==> src/rtl/calc_pkg.sv <==
// rtl/calc_pkg.sv - shared types and key codes for the BCD calculator core
package calc_pkg;

    typedef enum logic [2:0] {
        ENTER_A,
        ENTER_B,
        CALC,
        NEGATE,
        SHOW
    } calc_state_t;

    typedef enum logic {
        OP_ADD,
        OP_SUB
    } calc_op_t;

    localparam logic [3:0] KEY_ADD = 4'hA;
    localparam logic [3:0] KEY_SUB = 4'hB;
    localparam logic [3:0] KEY_EQ  = 4'hC;
    localparam logic [3:0] KEY_CLR = 4'hD;

endpackage

==> src/rtl/bcd_calc_core_if.sv <==
// rtl/bcd_calc_core_if.sv - key event input and display/status outputs of the calculator
interface bcd_calc_core_if #(
    parameter int DIGITS = 4
);
    logic                   key_valid;
    logic [3:0]             key_code;
    logic [DIGITS-1:0][3:0] disp;
    logic                   neg;
    logic                   ovf;
    logic                   busy;
    logic                   done;

    modport master (
        output key_valid, key_code,
        input  disp, neg, ovf, busy, done
    );

    modport slave (
        input  key_valid, key_code,
        output disp, neg, ovf, busy, done
    );
endinterface

==> src/rtl/bcd_digit_add.sv <==
// rtl/bcd_digit_add.sv - combinational single-digit BCD adder with carry
module bcd_digit_add (
    input  logic [3:0] a,
    input  logic [3:0] b,
    input  logic       cin,
    output logic [3:0] s,
    output logic       cout
);
    logic [4:0] raw;

    assign raw  = {1'b0, a} + {1'b0, b} + {4'b0000, cin};
    assign cout = (raw > 5'd9);
    // Adding 6 modulo 16 is the same as subtracting 10 from the low nibble.
    assign s    = cout ? (raw[3:0] + 4'd6) : raw[3:0];
endmodule

==> src/rtl/bcd_calc_core.sv <==
// rtl/bcd_calc_core.sv - keypad-driven BCD add/subtract calculator with digit-serial datapath
module bcd_calc_core
    import calc_pkg::*;
#(
    parameter int DIGITS = 4
) (
    input  logic              clk,
    input  logic              rst,
    bcd_calc_core_if.slave    bus
);
    localparam int CW = $clog2(DIGITS + 1);

    typedef logic [DIGITS-1:0][3:0] bcd_t;

    calc_state_t state;
    calc_op_t    op;
    bcd_t        entry;
    bcd_t        a_reg;
    bcd_t        result;
    logic        carry;
    logic [CW-1:0] dcnt;
    logic [CW-1:0] cnt;
    logic        neg_q;
    logic        ovf_q;
    logic        busy_q;
    logic        done_q;

    bcd_t        a_rot;
    bcd_t        entry_rot;
    bcd_t        res_shift;
    bcd_t        entry_push;
    bcd_t        entry_one;

    logic [3:0]  add_a;
    logic [3:0]  add_b;
    logic [3:0]  sum;
    logic        cout;

    logic        key_digit;
    logic        key_op;
    logic        last_digit;
    calc_op_t    key_opcode;

    assign key_digit  = bus.key_valid && (bus.key_code <= 4'd9);
    assign key_op     = bus.key_valid && ((bus.key_code == KEY_ADD) || (bus.key_code == KEY_SUB));
    assign key_opcode = (bus.key_code == KEY_SUB) ? OP_SUB : OP_ADD;
    assign last_digit = (dcnt == CW'(DIGITS - 1));

    // NEGATE computes 0 - result as 0 + nines(result) + 1, reusing the same adder.
    always_comb begin
        add_a = a_reg[0];
        add_b = (op == OP_SUB) ? (4'd9 - entry[0]) : entry[0];
        if (state == NEGATE) begin
            add_a = 4'd0;
            add_b = 4'd9 - result[0];
        end
    end

    bcd_digit_add u_add (
        .a    (add_a),
        .b    (add_b),
        .cin  (carry),
        .s    (sum),
        .cout (cout)
    );

    // Operands rotate so they are restored after DIGITS steps; result fills from the MSD end.
    always_comb begin
        a_rot      = a_reg;
        entry_rot  = entry;
        res_shift  = result;
        entry_push = entry;
        entry_one  = '0;
        for (int i = 0; i < DIGITS - 1; i++) begin
            a_rot[i]     = a_reg[i+1];
            entry_rot[i] = entry[i+1];
            res_shift[i] = result[i+1];
        end
        a_rot[DIGITS-1]     = a_reg[0];
        entry_rot[DIGITS-1] = entry[0];
        res_shift[DIGITS-1] = sum;
        for (int i = DIGITS - 1; i > 0; i--) begin
            entry_push[i] = entry[i-1];
        end
        entry_push[0] = bus.key_code;
        entry_one[0]  = bus.key_code;
    end

    always_ff @(posedge clk) begin
        if (!rst) begin
            state  <= ENTER_A;
            op     <= OP_ADD;
            entry  <= '0;
            a_reg  <= '0;
            result <= '0;
            carry  <= 1'b0;
            dcnt   <= '0;
            cnt    <= '0;
            neg_q  <= 1'b0;
            ovf_q  <= 1'b0;
            busy_q <= 1'b0;
            done_q <= 1'b0;
        end else begin
            done_q <= 1'b0;
            if (bus.key_valid && (bus.key_code == KEY_CLR)) begin
                state  <= ENTER_A;
                op     <= OP_ADD;
                entry  <= '0;
                a_reg  <= '0;
                result <= '0;
                carry  <= 1'b0;
                dcnt   <= '0;
                cnt    <= '0;
                neg_q  <= 1'b0;
                ovf_q  <= 1'b0;
                busy_q <= 1'b0;
            end else begin
                case (state)
                    ENTER_A, ENTER_B: begin
                        if (key_digit && (cnt != CW'(DIGITS))) begin
                            entry <= entry_push;
                            cnt   <= cnt + CW'(1);
                        end else if (key_op) begin
                            op <= key_opcode;
                            if (state == ENTER_A) begin
                                a_reg <= entry;
                                entry <= '0;
                                cnt   <= '0;
                                state <= ENTER_B;
                            end
                        end else if (bus.key_valid && (bus.key_code == KEY_EQ) && (state == ENTER_B)) begin
                            state  <= CALC;
                            busy_q <= 1'b1;
                            dcnt   <= '0;
                            carry  <= (op == OP_SUB);
                        end
                    end
                    CALC: begin
                        entry  <= entry_rot;
                        a_reg  <= a_rot;
                        result <= res_shift;
                        carry  <= cout;
                        dcnt   <= dcnt + CW'(1);
                        if (last_digit) begin
                            dcnt <= '0;
                            if ((op == OP_SUB) && !cout) begin
                                state <= NEGATE;
                                carry <= 1'b1;
                            end else begin
                                ovf_q  <= (op == OP_ADD) && cout;
                                neg_q  <= 1'b0;
                                state  <= SHOW;
                                busy_q <= 1'b0;
                                done_q <= 1'b1;
                            end
                        end
                    end
                    NEGATE: begin
                        result <= res_shift;
                        carry  <= cout;
                        dcnt   <= dcnt + CW'(1);
                        if (last_digit) begin
                            dcnt   <= '0;
                            neg_q  <= 1'b1;
                            state  <= SHOW;
                            busy_q <= 1'b0;
                            done_q <= 1'b1;
                        end
                    end
                    SHOW: begin
                        if (key_digit) begin
                            neg_q <= 1'b0;
                            ovf_q <= 1'b0;
                            entry <= entry_one;
                            cnt   <= CW'(1);
                            state <= ENTER_A;
                        end else if (key_op && !neg_q && !ovf_q) begin
                            a_reg <= result;
                            op    <= key_opcode;
                            entry <= '0;
                            cnt   <= '0;
                            state <= ENTER_B;
                        end
                    end
                    default: state <= ENTER_A;
                endcase
            end
        end
    end

    assign bus.disp = (state == SHOW) ? result : entry;
    assign bus.neg  = neg_q;
    assign bus.ovf  = ovf_q;
    assign bus.busy = busy_q;
    assign bus.done = done_q;
endmodule

==> src/flat_wrapper.sv <==
// flat-port wrapper written by rule: the top's interface ports become plain ports
module bcd_calc_core_flat import calc_pkg::*;
#(
    parameter int DIGITS = 4
)
  (clk, rst, bus_key_valid, bus_key_code, bus_disp, bus_neg, bus_ovf, bus_busy, bus_done);
  bcd_calc_core_if #(.DIGITS(DIGITS)) bus_i ();
  input  logic clk;
  input  logic rst;
  input wire logic [$bits(bus_i.key_valid)-1:0] bus_key_valid;
  input wire logic [$bits(bus_i.key_code)-1:0] bus_key_code;
  output wire logic [$bits(bus_i.disp)-1:0] bus_disp;
  output wire logic [$bits(bus_i.neg)-1:0] bus_neg;
  output wire logic [$bits(bus_i.ovf)-1:0] bus_ovf;
  output wire logic [$bits(bus_i.busy)-1:0] bus_busy;
  output wire logic [$bits(bus_i.done)-1:0] bus_done;
  assign bus_i.key_valid = bus_key_valid;
  assign bus_i.key_code = bus_key_code;
  assign bus_disp = bus_i.disp;
  assign bus_neg = bus_i.neg;
  assign bus_ovf = bus_i.ovf;
  assign bus_busy = bus_i.busy;
  assign bus_done = bus_i.done;
  bcd_calc_core #(.DIGITS(DIGITS)) u_core (.clk(clk), .rst(rst), .bus(bus_i));
endmodule
==> config.mk <==
export PLATFORM = sky130hd
export DESIGN_NAME = bcd_calc_core_flat
export DESIGN_NICKNAME = d
export VERILOG_FILES = /design/src/rtl/calc_pkg.sv /design/src/rtl/bcd_calc_core_if.sv /design/src/rtl/bcd_digit_add.sv /design/src/rtl/bcd_calc_core.sv /design/src/flat_wrapper.sv
export SDC_FILE = /design/constraint.sdc
export NUM_CORES = 1
export LEC_CHECK = 0
export ABC_AREA = 1
export ABC_CLOCK_PERIOD_IN_PS = 7200
export BUFFER_PORTS_ARGS = -buffer_cell sky130_fd_sc_hd__buf_2
export CELL_PAD_IN_SITES_DETAIL_PLACEMENT = 0
export CELL_PAD_IN_SITES_GLOBAL_PLACEMENT = 1
export CORE_MARGIN = 5
export CORE_UTILIZATION = 30
export CTS_BUF_LIST = sky130_fd_sc_hd__clkbuf_8
export CTS_CLUSTER_DIAMETER = 120
export DETAILED_ROUTE_END_ITERATION = 6
export HOLD_SLACK_MARGIN = 0.05
export PLACE_DENSITY = 0.58
export SLEW_MARGIN = 10
export SYNTH_ARGS = -nofsm -noshare
export SYNTH_HDL_FRONTEND = slang
export SYNTH_HIERARCHICAL = 1
export SYNTH_SLANG_ARGS = --single-unit
==> constraint.sdc <==
create_clock -name clk -period 7.2 [get_ports clk]
set_clock_uncertainty 0.1 [all_clocks]
set_input_delay 1.44 -clock clk [delete_from_list [all_inputs] [get_ports clk]]
set_output_delay 1.44 -clock clk [all_outputs]
set_load 0.01 [all_outputs]
==> results.toml <==
[flow_run]
maxCapViolCount = 0

[power_and_ir_drop]
p_sw_share_pct = 52.3
p_int_w = 0.000926
vdd_drop_max_mv = 0.144
p_clk_share_pct = 15.2
seq_power_share_pct = 26.3
powerDensity_nw_per_um2 = 459
power.switching_w = 0.00101
p_total_w = 0.00194
p_comb_share_pct = 58.5
total_leakage_power_nw = 1.91

[clock_network]
clock_latency_ns = 0.35
ctsResizeCount = 0
cts_hold_buf = 0
root_buffer = "clkbuf_8"
post-cts-setup-buffers = 0
path_clk_slew_ns = 0.08
numClockSinks = 63
cts_tree = "yes"
cts_made_buffers = 9
cts_buffer_depth = 2
htree_num_levels = 3

[synth]
yosys_most_used_dff = "dfxtp_1"
syn_area_per_cell_um2 = 6.36
async_reset_ff_share_pct = 0
syn_nets = 616
synth-edff-count = 0
seq_area_frac_synth_pct = 33.2
syn-cell-area_um2 = 3800
synth.distinct_cells = 36
netlist_instances = 598
yosysWarnings = 6
ys_seq_elements = 63

[die]
die_w_um = 123
dieHeight_um = 123
core_area_um2 = 12500
rows = 41
start_util_pct = 30.4
dieArea_um2 = 15000
io_pins = 27

[worst_setup_path]
critPathKind = "reg2reg"
path_cells = "inv_2 -> nand2_1 -> inv_1 -> nand2_1 -> inv_1 -> nor2_1 -> fa_1 -> fa_1 -> nand2_1 -> nand2_2 -> ha_1 -> a21oi_4 -> nand2_4 -> nand2_4 -> inv_1 -> nand3_1 -> nand2_1 -> nor2_1 -> nand2_1 -> nand2_1 -> nor2_1"
rr_startpoint = "u_core/state[2]"
crit_path_frequent_cell = "nand2_1"
timing.critical_path.required_ns = 7.35
slowest_delay_ns = 0.72
path_max_fanout = 22
crit_path_start = "u_core/state[2]"
endpoint_kind = "flip-flop"
arrival_ns = 4.98
slowest_stage = "inv_1"
start_kind = "flip-flop"

[timing]
slew_headroom_pct = 39.7
tightest_slew_ns = 0.903
max_freq_mhz = 207
min_period_ns = 4.84
hold_slack_ns = 0.360
rsz0062_at_grt = "no"
fin_setup_tns_ns = 0
period_share_pct = 67.2
hold_viol_final = 0
drv_slew = 0
setup_viol = 0

[global_route]
grt_pass1_vias = 3561
grt-ovfl-total = 0
antenna_found_initial = 0
grt_max_degree = 41
grt_usage_pct = 16.7
grt_first_pass_wirelength_um = 19200

[layout]
fillers = 1459
post-route-util_pct = 33.8
area_delta_synth_final_pct = 11.3
seq_area_um2 = 1260
most-common-layout-cells = "nand2_1 (157), nor2_1 (110), dfxtp_1 (63)"
multiInputGateArea_um2 = 2220
nets = 632
finalNonFillerCells = 791
layout_commonest_cell = "nand2_1"
drive_gt1_share_pct = 12.3
antenna_cells = 0

[drt]
ant_nets = 0
via_per_inst = 4.83
wirelength_um = 11900
routedWlPerCell_um = 15.1
drt-initial-drc-count = 331
drc = 0
via_count = 3817
drt_pass1_iterations = 5

[outcome]
outcome = "finished, final reports clean"

[place]
numPlacedInstances = 775
port_buffers = 26
place.gp.congestion = 0.849
dp_hpwl_um = 8760

[worst_hold_path]
min_from = "u_core/dcnt[2]"
hp-class = "reg2reg"
## through the flow
| step | instance area [µm²] | setup WS, ns |
|---|---|---|
| after floorplan | 3800 | 3.80 |
| after global placement | 4050 | 2.52 |
| after detailed placement | 4050 | 2.40 |
| after CTS | 4230 | 2.35 |
| after global routing | 4230 | 1.90 |
| final | 4230 | 2.36 |
## final timing paths
path	endpoint	slack (ns)	cells past startpoint
worst min register to register	u_core/dcnt[2]	0.36	2
worst min-delay path	u_core/dcnt[2]	0.36	2
worst max-delay path	u_core/bus.busy	2.36	21
worst max register to register	u_core/bus.busy	2.36	21
## layout make-up
cell class	instances	share of cell area [%]
Clock buffer	9	2.93
Sequential cell	63	29.8
Multi-Input combinational cell	456	52.5
Tap cell	172	5.09
Inverter	57	5.06
Clock inverter	7	1.33
Timing Repair Buffer	27	3.25
## power by group through the flow
stage	clock network [W]	logic, W	registers, W
after CTS	0.000308	0.00114	0.000513
after global placement	0	0.00114	0.000519
after floorplan	0	0.000851	0.000503
after global routing	0.000319	0.00128	0.000525
final	0.000295	0.00113	0.000511
after detailed placement	0	0.00113	0.000520
## cell families after synthesis
| logic type | after synthesis | share of synthesized area, % |
|---|---|---|
| and+or+nand+nor | 351 | 40.7 |
| DFF | 63 | 33.2 |
| xor gates and xnor gates | 3 | 0.691 |
| AOI/OAI and AO/OA | 91 | 13.0 |
| buffers and inverters | 79 | 8.36 |
| adders and majority gates | 11 | 4.02 |
## cell usage after synthesis, types with 3 or more instances
master	n	share of area (%)
a21oi_1	37	4.9
a31oi_1	3	0.49
buf_2	8	1.1
clkbuf_1	12	1.2
dfxtp_1	63	33
ha_1	9	3.0
inv_1	53	5.2
inv_2	4	0.39
nand2_1	157	16
nand2_2	10	1.6
nand2_4	3	0.89
nand3_1	38	5.0
nor2_1	110	11
nor2_2	3	0.49
nor2_4	3	0.89
nor3_1	16	2.1
o21ai_0	41	5.4
o221ai_1	4	0.92
## routing by layer
layer | GRT usage (%) | vias to the layer above | share of wire, %
met2 | 24.2 | 86 | 43
li1 | - | 1945 | -
met5 | 0 | - | 0
met1 | 25.1 | 1776 | 52
met3 | 2.49 | 10 | 4.3
met4 | 5.25 | 0 | 1.0
## critical path, delay by kind of cell (launching register included)
family / cells / cell delay [ns]
buffers and inverters: 4 / 1.13
and+or+nand+nor: 13 / 1.86
DFF: 1 / 0.34
AOI/OAI and AO/OA: 1 / 0.15
adders and majority gates: 3 / 1.16
Power figures use the tool's default switching activity.
